## src/rtl/decode_queue.sv

```systemverilog
// Decoded-instruction queue: RV32I decode on push, DEPTH-entry circular buffer, registered head.
// Optional macro RV32M_DECODE_EN enables M-extension decoding (otherwise funct7=0000001 on OP is illegal).
module decode_queue #(
   parameter int DEPTH = 4,
   parameter int PC_W  = 32
) (
   input  logic                     clk,
   input  logic                     rst,
   input  logic                     flush,
   input  logic                     in_valid,
   output logic                     in_ready,
   input  logic [31:0]              in_instr,
   input  logic [PC_W-1:0]          in_pc,
   output logic                     out_valid,
   input  logic                     out_ready,
   output logic [PC_W-1:0]          out_pc,
   output logic [31:0]              out_imm,
   output logic [4:0]               out_rs1,
   output logic [4:0]               out_rs2,
   output logic [4:0]               out_rd,
   output logic [3:0]               out_alu_op,
   output logic [11:0]              out_ctrl,
   output logic                     out_src_imm,
   output logic [$clog2(DEPTH):0]   count
);

   localparam int AW = $clog2(DEPTH);
   localparam int CW = AW + 1;
   localparam logic [CW-1:0] FULL = CW'(DEPTH);

   localparam logic [6:0] OPC_LUI      = 7'b0110111;
   localparam logic [6:0] OPC_AUIPC    = 7'b0010111;
   localparam logic [6:0] OPC_JAL      = 7'b1101111;
   localparam logic [6:0] OPC_JALR     = 7'b1100111;
   localparam logic [6:0] OPC_BRANCH   = 7'b1100011;
   localparam logic [6:0] OPC_LOAD     = 7'b0000011;
   localparam logic [6:0] OPC_STORE    = 7'b0100011;
   localparam logic [6:0] OPC_OP_IMM   = 7'b0010011;
   localparam logic [6:0] OPC_OP       = 7'b0110011;
   localparam logic [6:0] OPC_MISC_MEM = 7'b0001111;
   localparam logic [6:0] OPC_SYSTEM   = 7'b1110011;

   localparam logic [3:0] ALU_OP_ADD    = 4'd0;
   localparam logic [3:0] ALU_OP_SUB    = 4'd1;
   localparam logic [3:0] ALU_OP_SLL    = 4'd2;
   localparam logic [3:0] ALU_OP_SLT    = 4'd3;
   localparam logic [3:0] ALU_OP_SLTU   = 4'd4;
   localparam logic [3:0] ALU_OP_XOR    = 4'd5;
   localparam logic [3:0] ALU_OP_SRL    = 4'd6;
   localparam logic [3:0] ALU_OP_SRA    = 4'd7;
   localparam logic [3:0] ALU_OP_OR     = 4'd8;
   localparam logic [3:0] ALU_OP_AND    = 4'd9;
   localparam logic [3:0] ALU_OP_MUL    = 4'd10;
   localparam logic [3:0] ALU_OP_MULH   = 4'd11;
   localparam logic [3:0] ALU_OP_MULHSU = 4'd12;
   localparam logic [3:0] ALU_OP_MULHU  = 4'd13;
   localparam logic [3:0] ALU_OP_DIV    = 4'd14;
   localparam logic [3:0] ALU_OP_DIVU   = 4'd15;

   typedef struct packed {
      logic [PC_W-1:0] pc;
      logic [31:0]     imm;
      logic [4:0]      rs1;
      logic [4:0]      rs2;
      logic [4:0]      rd;
      logic [3:0]      alu_op;
      logic [11:0]     ctrl;
      logic            src_imm;
   } entry_t;

   // alt selects SUB (funct3=000) or SRA (funct3=101)
   function automatic logic [3:0] base_alu(input logic [2:0] f3, input logic alt);
      case (f3)
         3'b000:  base_alu = alt ? ALU_OP_SUB : ALU_OP_ADD;
         3'b001:  base_alu = ALU_OP_SLL;
         3'b010:  base_alu = ALU_OP_SLT;
         3'b011:  base_alu = ALU_OP_SLTU;
         3'b100:  base_alu = ALU_OP_XOR;
         3'b101:  base_alu = alt ? ALU_OP_SRA : ALU_OP_SRL;
         3'b110:  base_alu = ALU_OP_OR;
         default: base_alu = ALU_OP_AND;
      endcase
   endfunction

`ifdef RV32M_DECODE_EN
   // REM/REMU share the divider codes; funct3 travels in the raw encoding
   function automatic logic [3:0] m_alu(input logic [2:0] f3);
      case (f3)
         3'b000:  m_alu = ALU_OP_MUL;
         3'b001:  m_alu = ALU_OP_MULH;
         3'b010:  m_alu = ALU_OP_MULHSU;
         3'b011:  m_alu = ALU_OP_MULHU;
         3'b100,
         3'b110:  m_alu = ALU_OP_DIV;
         default: m_alu = ALU_OP_DIVU;
      endcase
   endfunction
`endif

   logic [6:0]  opcode;
   logic [2:0]  funct3;
   logic [6:0]  funct7;
   logic [31:0] i_imm, s_imm, b_imm, u_imm, j_imm;

   assign opcode = in_instr[6:0];
   assign funct3 = in_instr[14:12];
   assign funct7 = in_instr[31:25];
   assign i_imm  = {{20{in_instr[31]}}, in_instr[31:20]};
   assign s_imm  = {{20{in_instr[31]}}, in_instr[31:25], in_instr[11:7]};
   assign b_imm  = {{19{in_instr[31]}}, in_instr[31], in_instr[7], in_instr[30:25], in_instr[11:8], 1'b0};
   assign u_imm  = {in_instr[31:12], 12'b0};
   assign j_imm  = {{11{in_instr[31]}}, in_instr[31], in_instr[19:12], in_instr[20], in_instr[30:21], 1'b0};

   logic d_illegal, d_wfi, d_mret, d_ebreak, d_ecall, d_is_m, d_system;
   logic d_jump, d_branch, d_reg_write, d_mem_write, d_mem_read, d_src_imm;
   logic [31:0] d_imm;
   logic [4:0]  d_rs1;
   logic [3:0]  d_alu;

   always_comb begin
      d_illegal   = 1'b0;
      d_wfi       = 1'b0;
      d_mret      = 1'b0;
      d_ebreak    = 1'b0;
      d_ecall     = 1'b0;
      d_is_m      = 1'b0;
      d_system    = 1'b0;
      d_jump      = 1'b0;
      d_branch    = 1'b0;
      d_reg_write = 1'b0;
      d_mem_write = 1'b0;
      d_mem_read  = 1'b0;
      d_src_imm   = 1'b0;
      d_imm       = 32'd0;
      d_rs1       = in_instr[19:15];
      d_alu       = ALU_OP_ADD;
      case (opcode)
         OPC_LUI: begin
            d_imm = u_imm; d_reg_write = 1'b1; d_src_imm = 1'b1; d_rs1 = 5'd0;
         end
         OPC_AUIPC: begin
            d_imm = u_imm; d_reg_write = 1'b1; d_src_imm = 1'b1;
         end
         OPC_JAL: begin
            d_imm = j_imm; d_jump = 1'b1; d_reg_write = 1'b1;
         end
         OPC_JALR: begin
            d_imm = i_imm; d_jump = 1'b1; d_reg_write = 1'b1; d_src_imm = 1'b1;
         end
         OPC_BRANCH: begin
            d_imm = b_imm; d_branch = 1'b1;
            case (funct3[2:1])
               2'b10:   d_alu = ALU_OP_SLT;
               2'b11:   d_alu = ALU_OP_SLTU;
               default: d_alu = ALU_OP_SUB;
            endcase
         end
         OPC_LOAD: begin
            d_imm = i_imm; d_mem_read = 1'b1; d_reg_write = 1'b1; d_src_imm = 1'b1;
            if (funct3 == 3'b011 || funct3 == 3'b110 || funct3 == 3'b111) d_illegal = 1'b1;
         end
         OPC_STORE: begin
            d_imm = s_imm; d_mem_write = 1'b1; d_src_imm = 1'b1;
            if (funct3 >= 3'b011) d_illegal = 1'b1;
         end
         OPC_OP_IMM: begin
            d_imm = i_imm; d_reg_write = 1'b1; d_src_imm = 1'b1;
            d_alu = base_alu(funct3, (funct3 == 3'b101) && funct7[5]);
            // shift-amount encodings reserve instr[31:25] except the SRAI selector bit
            if (funct3 == 3'b001 && funct7 != 7'd0) d_illegal = 1'b1;
            if (funct3 == 3'b101 && (funct7 & 7'b1011111) != 7'd0) d_illegal = 1'b1;
         end
         OPC_OP: begin
            d_reg_write = 1'b1;
            if (funct7 == 7'b0000000) begin
               d_alu = base_alu(funct3, 1'b0);
            end else if (funct7 == 7'b0100000 && (funct3 == 3'b000 || funct3 == 3'b101)) begin
               d_alu = base_alu(funct3, 1'b1);
            end else if (funct7 == 7'b0000001) begin
`ifdef RV32M_DECODE_EN
               d_is_m = 1'b1;
               d_alu  = m_alu(funct3);
`else
               d_illegal = 1'b1;
`endif
            end else begin
               d_illegal = 1'b1;
            end
         end
         OPC_MISC_MEM: begin
         end
         OPC_SYSTEM: begin
            d_system = 1'b1;
            if (funct3 == 3'b000) begin
               case (in_instr[31:20])
                  12'h000: d_ecall  = 1'b1;
                  12'h001: d_ebreak = 1'b1;
                  12'h302: d_mret   = 1'b1;
                  12'h105: d_wfi    = 1'b1;
                  default: d_illegal = 1'b1;
               endcase
            end else if (funct3 == 3'b100) begin
               d_illegal = 1'b1;
            end else begin
               // CSR access: imm carries the CSR address
               d_imm       = i_imm;
               d_reg_write = (in_instr[11:7] != 5'd0);
            end
         end
         default: d_illegal = 1'b1;
      endcase
      if (d_illegal) begin
         d_reg_write = 1'b0;
         d_mem_read  = 1'b0;
         d_mem_write = 1'b0;
      end
   end

   entry_t new_entry;
   assign new_entry = '{pc: in_pc, imm: d_imm, rs1: d_rs1, rs2: in_instr[24:20],
                        rd: in_instr[11:7], alu_op: d_alu,
                        ctrl: {d_illegal, d_wfi, d_mret, d_ebreak, d_ecall, d_is_m,
                               d_system, d_jump, d_branch, d_reg_write, d_mem_write, d_mem_read},
                        src_imm: d_src_imm};

   // Handshake: a beat transfers on a cycle where valid && ready are both high at the rising edge;
   // in_ready may depend on out_ready (push into a full queue while it pops), never the reverse.
   logic          push, pop;
   logic [AW-1:0] wr_ptr, rd_ptr;
   entry_t        mem [DEPTH];
   entry_t        head;

   assign out_valid = (count != '0);
   assign in_ready  = (count < FULL) || out_ready;
   assign push      = in_valid && in_ready;
   assign pop       = out_valid && out_ready;

   always_ff @(posedge clk) begin
      if (rst) begin
         count  <= '0;
         wr_ptr <= '0;
         rd_ptr <= '0;
      end else if (flush) begin
         count  <= '0;
         wr_ptr <= '0;
         rd_ptr <= '0;
      end else begin
         if (push) wr_ptr <= wr_ptr + 1'b1;
         if (pop)  rd_ptr <= rd_ptr + 1'b1;
         case ({push, pop})
            2'b10:   count <= count + 1'b1;
            2'b01:   count <= count - 1'b1;
            default: count <= count;
         endcase
      end
   end

   // Storage is not reset; only occupancy and pointers define what is visible.
   always_ff @(posedge clk) begin
      if (push && !flush && !rst) mem[wr_ptr] <= new_entry;
   end

   assign head        = mem[rd_ptr];
   assign out_pc      = head.pc;
   assign out_imm     = head.imm;
   assign out_rs1     = head.rs1;
   assign out_rs2     = head.rs2;
   assign out_rd      = head.rd;
   assign out_alu_op  = head.alu_op;
   assign out_ctrl    = head.ctrl;
   assign out_src_imm = head.src_imm;

endmodule
```

## config.mk

```make
export PLATFORM = sky130hd
export DESIGN_NAME = decode_queue
export DESIGN_NICKNAME = d
export VERILOG_FILES = /design/src/rtl/decode_queue.sv
export SDC_FILE = /design/constraint.sdc
export NUM_CORES = 1
export LEC_CHECK = 0
export BUFFER_PORTS_ARGS = -buffer_cell sky130_fd_sc_hd__buf_2
export CORE_MARGIN = 5
export CORE_UTILIZATION = 25
export CTS_CLUSTER_SIZE = 10
export DETAILED_ROUTE_END_ITERATION = 10
export SETUP_SLACK_MARGIN = 0.5
export SKIP_CTS_REPAIR_TIMING = 1
export SYNTH_ARGS = -nofsm -noshare
export SYNTH_HDL_FRONTEND = slang
export SYNTH_SLANG_ARGS = --single-unit
```

## constraint.sdc

```tcl
create_clock -name clk -period 4.9 [get_ports clk]
set_clock_uncertainty 0.15 [all_clocks]
set_input_delay 0 -clock clk [delete_from_list [all_inputs] [get_ports clk]]
set_output_delay 0 -clock clk [all_outputs]
set_load 0.01 [all_outputs]
```

# Yosys cells after proc, flatten, opt, wreduce, memory -nomap -nowiden
# Memory sizes are Yosys's and may differ from the RTL's. A register that Yosys moved wholly into a read port is not among the register bits.
# Cells that the tools add are included.
[totals]
ff_bits = 7
latchBits = 0
ram_bits = 380
romBits = 0
inputBits = 69
output_inout_bits = 101
word_cells = 118
memories = 1
[memory_table]
columns = ["memory", "words", "width", "rd", "rd_ports_with_merged_regs", "write_ports", "line_no", "rtl"]
rows = [
  ["mem", 4, 95, 1, 1, 1, "230", "entry_t mem [DEPTH];"],
]
[op_classes]
n_addsub = 4
mul = 0
n_div = 0
magnitude_cmp = 2
n_eq_ne = 26
shifts = 0
mux = 52
bitwise_logic = 0
n_reduce_logical = 30
[ops]
columns = ["operator", "n"]
rows = [
  ["case mux 32 bit (6 select lines)", 1],
  ["case mux 4 bit (7 select lines)", 3],
  ["2-to-1 mux 32 bit", 2],
  ["2-to-1 mux 1 bit", 36],
  ["equality test 7 x 6 -> 1 bit (second input constant)", 4],
  ["equality test 7 bit (second input constant)", 4],
  ["equality test 7 x 5 -> 1 bit (second input constant)", 2],
  ["nonzero test 7 bit", 2],
  ["equality test 12 x 1 -> 1 bit (second input constant)", 1],
  ["equality test 12 x 10 -> 1 bit (second input constant)", 1],
  ["equality test 12 x 9 -> 1 bit (second input constant)", 1],
  ["equality test 3 bit (second input constant)", 4],
  ["logical NOT 12 bit", 1],
  ["case mux 3 bit (2 select lines)", 2],
  ["case mux 4 bit (3 select lines)", 1],
  ["OR reduction 6 bit", 2],
  ["logical AND 1 bit", 8],
  ["2-to-1 mux 4 bit", 2],
  ["equality test 7 x 2 -> 1 bit (second input constant)", 1],
  ["equality test 7 x 4 -> 1 bit (second input constant)", 1],
  ["logical NOT 7 bit", 1],
  ["OR reduction 7 bit", 1],
  ["equality test 2 bit (second input constant)", 3],
  ["equality test 3 x 2 -> 1 bit (second input constant)", 2],
  ["other kinds (20)", 28],
]

# Longest topological paths before layout
[depth]
depth_word = 7
mapped_depth = 8
ltp_nobuf = 8

# Least setup slack after synthesis
# Ideal clock, no wire load.
[synth_timing]
kind = "register to register"
from = "register count[2]"
to = "memory mem[0][0] (netlist bit) (enable)"
setup_time_ps = 465
arrival_time_ps = 3042
t_required_ps = 4285
setup_slack_ps = 1244
stages_incl_launch_ff = 5
path_buffers = 0
period_less_slack_ps = 3656
cell_sequence = "dfxtp_1 nand2b_1 nand2_1 nor2_1 and2_1"
[synth_between]
elab_chain_len = 7
[synth_rtl]
columns = ["item", "line_no", "rtl"]
rows = [
  ["from (decl)", "24", "output logic [$clog2(DEPTH):0] count"],
  ["from (signal assigned)", "251", "2'b10: count <= count + 1'b1;"],
  ["from (signal assigned)", "252", "2'b01: count <= count - 1'b1;"],
  ["from (signal assigned)", "253", "default: count <= count;"],
  ["< comparator 3 bit", "234", "assign in_ready = (count < FULL) || out_ready;"],
  ["logical OR 1 bit", "234", ""],
  ["via in_ready", "11", "output logic in_ready,"],
  ["logical AND 1 bit", "235", "assign push = in_valid && in_ready;"],
  ["logical AND 1 bit (2 in a row)", "260", "if (push && !flush && !rst) mem[wr_ptr] <= new_entry;"],
  ["2-to-1 mux 1 bit", "260", ""],
  ["2-to-1 mux 1 bit (not written as such)", "260", ""],
  ["to (decl)", "230", ""],
]
# The timed path passes the listed nets, and every way through them passes these cells.

==> impl.org <==
** Outcome
- The flow ran to the end, and the final reports show no timing, DRC or antenna violations.

** Synth
- Synthesis produced a netlist whose cell count is 729.
- For this run, the register share of the synthesized area comes to 0.7587.
- Number of flip-flops and latches in the synthesized netlist :: 389
- Synth async-reset ratio :: 0
- Count of flip-flops with a built-in enable after synthesis :: 380
- Most common flop cell mapped by yosys :: sky130_fd_sc_hd__edfxtp_1
- Post-Synthesis Mean Instance Area :: 20.96 µm²
- The Yosys step of the flow raised 0 warnings.
- The synthesized netlist contains 62 unique library cells.
- Cell area after technology mapping :: 15280 µm²
- When the netlist entered floorplanning its net count stood at 804.

** Finish
- At the end of the flow the core is filled with cells to 0.3144.
- Nets@finish :: 1064
- Relative area change from synthesis to final layout :: 24.45%
- In the final layout, the share of cells above drive strength 1 is 0.3470.
- After routing the design area is 19010 µm².

** Timing
- Upper clock frequency limit :: 348.2 MHz
- RSZ-0062 raised after global routing :: no
- The final-report hold violation count was 0.
- Final setup violating endpoints :: 0
- After layout, the worst setup slack is 2.028 ns.
- Counting I/O delays and the setup requirement, the final critical path takes 2.872 ns.
- Max-slew violations :: 0
- Worst-case headroom to the max-slew limit :: 0.3715
- Final total negative setup slack :: 0 ns
- Dividing the final minimum period by the clock period gives 0.5860.
- Worst slew pin tran :: 0.9410 ns

** Placed design
- Before CTS, the worst setup slack after placement is 2.241 ns.
- At the end of routability-driven placement, the weighted congestion stood at 0.7778.
- Placed instance area :: 16990 µm²
- HPWL Detailed :: 24.13 mm
- The count of buffers added on input and output ports is 168.

** CTS
- H-tree level count :: 2
- The tree is rooted in a sky130_fd_sc_hd__clkbuf_16.
- The number of clock buffers added by TritonCTS is 45.
- For this design, the sink count on the clock tree is 389.
- At the later pin of the worst-skew pair, clock insertion delay measures 0.57 ns.
- After clock tree synthesis, the clock-pin slew on the worst setup and hold paths is 0.06 ns.
- TritonCTS clock tree :: done
- In this run the deepest clock path goes through 3 buffers.

** Flow run
- Max-cap violations in this run came to 0.

** Die
- Horizontal extent of the die :: 257.2 µm
- Top-Level Pins :: 170
- Die Height :: 257.2 µm
- Die footprint :: 66160 µm²
- The region available for standard cell placement spans 60470 µm².
- In this run the core area contains 90 standard-cell rows.
- For this configuration, the core starts out at a cell density of 0.2527.

** Global routing
- Entering global routing, the biggest net connects 57 pins.
- In the global route stage, overall resource usage came out at 0.1073.
- The initial antenna violation count was 9.
- The first global-routing pass estimated 53.36 mm of wire.
- Summed over all layers, the global routing overflow is 0.
- Vias in the first global route :: 7939

** Route
- Total routed wirelength :: 36.89 mm
- Number of design-rule violations left by the first detailed-router iteration :: 573
- Drt first pass iters :: 5
- The count of nets left with antenna violations once routing finished came out at 0.
- WL/cell :: 20.58 µm
- Via count :: 7991
- In the routed layout, each cell is associated on average with a via count of 4.459.
- DRC Markers :: 0

** Power
- VDD sags by at most 0.2360 mV.
- The analysis attributes to cell leakage a power of 6.450 nW.
- Ratio of total power to cell area :: 366.3 nW/µm²

** Worst setup path
- CP max FO :: 33
- STA classifies the critical path endpoint as a primary output.
- Endpoint required time on the critical path :: 4.75 ns
- The critical path is of the reg -> out type.
- Crit start category :: flip-flop
- Arrival time at the worst endpoint :: 2.72 ns
- Setup slack on the worst reg-to-reg path comes out at 2.28 ns.

** Hold path
- The worst hold path belongs to the class in -> reg.
layout by cell type (no fill, tap or decap), types with 13 or more instances in the layout:
cell	count
sky130_fd_sc_hd__buf_2	168
sky130_fd_sc_hd__inv_1	13
sky130_fd_sc_hd__nand2_1	17
sky130_fd_sc_hd__a21o_1	20
sky130_fd_sc_hd__edfxtp_1	380
sky130_fd_sc_hd__nor2_1	25
sky130_fd_sc_hd__mux4_2	95
sky130_fd_sc_hd__clkbuf_16	46
sky130_fd_sc_hd__dlygate4sd3_1	73
critical path: stages (launching register included):
cell	delay, ns
sky130_fd_sc_hd__dfxtp_4	0.78
sky130_fd_sc_hd__buf_4	0.52
sky130_fd_sc_hd__mux4_2	0.62
sky130_fd_sc_hd__buf_2	0.17
cells by family (layout without fill, tap and decap cells):
kind of cell | Yosys count | in the layout | synth area share
XOR/XNOR | 7 | 7 | 0.004013
multiplexers | 95 | 95 | 0.1400
adder cells (fa/ha/maj) | 6 | 6 | 0.005405
AO/OA/AOI/OAI | 70 | 70 | 0.03210
AND/OR/NAND/NOR | 108 | 108 | 0.04046
other | 1 | 8 | 0.0002454
buffers and inverters | 53 | 327 | 0.01908
flip-flops | 389 | 389 | 0.7587
stage by stage:
| stage | power, mW | hold slack (ns) | cells |
|---|---|---|---|
| finish | 6.965 | 0.03816 | 1792 |
| global route | 7.235 | 0.03337 | 1789 |
| CTS | 7.019 | -0.5383 | 1712 |
| detailed placement | 3.999 | 0.07008 | 1651 |
| global placement | 3.993 | 0.06626 | 1651 |
| floorplan | 3.881 | -0.05113 | 729 |
cell usage after synthesis, types with 2 or more instances:
library cell	instances	area [µm²]
sky130_fd_sc_hd__or4bb_1	2	22.52
sky130_fd_sc_hd__nor3_2	2	20.02
sky130_fd_sc_hd__nor3_1	6	30.03
sky130_fd_sc_hd__nand4_1	6	37.54
sky130_fd_sc_hd__nor2_1	25	93.84
sky130_fd_sc_hd__nor4b_1	2	17.52
sky130_fd_sc_hd__dfxtp_1	9	180.2
sky130_fd_sc_hd__a211oi_1	3	22.52
sky130_fd_sc_hd__nand2b_1	3	18.77
sky130_fd_sc_hd__clkbuf_1	15	56.30
sky130_fd_sc_hd__o21bai_1	2	15.01
sky130_fd_sc_hd__nor4_1	2	12.51
sky130_fd_sc_hd__o211ai_1	2	15.01
sky130_fd_sc_hd__or3_1	2	12.51
sky130_fd_sc_hd__xor2_1	4	35.03
sky130_fd_sc_hd__a21oi_1	11	55.05
sky130_fd_sc_hd__nand3_1	6	30.03
sky130_fd_sc_hd__or4_1	2	15.01
sky130_fd_sc_hd__inv_1	13	48.80
sky130_fd_sc_hd__o31ai_1	3	22.52
sky130_fd_sc_hd__nor2b_1	2	12.51
sky130_fd_sc_hd__buf_2	14	70.07
sky130_fd_sc_hd__buf_4	2	15.01
sky130_fd_sc_hd__a22o_1	4	35.03
sky130_fd_sc_hd__buf_1	2	7.510
sky130_fd_sc_hd__a21o_1	20	150.1
sky130_fd_sc_hd__and2_1	15	93.84
sky130_fd_sc_hd__a31oi_1	3	18.77
sky130_fd_sc_hd__xnor2_1	3	26.28
sky130_fd_sc_hd__o21ai_0	10	50.05
sky130_fd_sc_hd__clkbuf_8	6	82.58
sky130_fd_sc_hd__and3_1	4	25.02
sky130_fd_sc_hd__nand2_1	17	63.81
sky130_fd_sc_hd__mux4_2	95	2140
sky130_fd_sc_hd__edfxtp_1	380	11410
sky130_fd_sc_hd__or2_2	2	12.51
sky130_fd_sc_hd__ha_1	5	62.56
cell type report:
| class | instances | area [µm²] |
|---|---|---|
| Tap cell | 782 | 978.4 |
| Timing Repair Buffer | 253 | 1687 |
| Sequential cell | 389 | 11600 |
| Fill cell | 5746 | 41460 |
| Inverter | 13 | 48.80 |
| Antenna cell | 7 | 17.52 |
| Multi-Input combinational cell | 287 | 3411 |
| Clock buffer | 57 | 1202 |
| Clock inverter | 4 | 71.32 |
sequential cells by signal (all words and copies together), names as in the netlist, named ones only:
name	cells
mem	380
count	3
rd_ptr	2
wr_ptr	2
final timing paths:
| path | cells after the start | start | endpoint |
|---|---|---|---|
| min | 4 | in_instr[3] | mem[1][11] |
| max reg2reg | 5 | count[2] | mem[2][20] |
| min reg2reg | 2 | rd_ptr[1] | rd_ptr[1] |
| max | 3 | flip-flop | out_ctrl[4] |
where the power goes:
part	internal, mW	switching [mW]	leakage, nW
clock	1.76	1.23	0.621
sequential	3.66	0.0102	3.55
combinational	0.131	0.168	2.28
routing by layer:
layer	track usage	routed length, µm
met1	0.1439	16000
met2	0.1706	17710
met3	0.03863	2725
met4	0.02013	441
met5	0	13
Note: power is estimated with default switching activity, not from simulation.
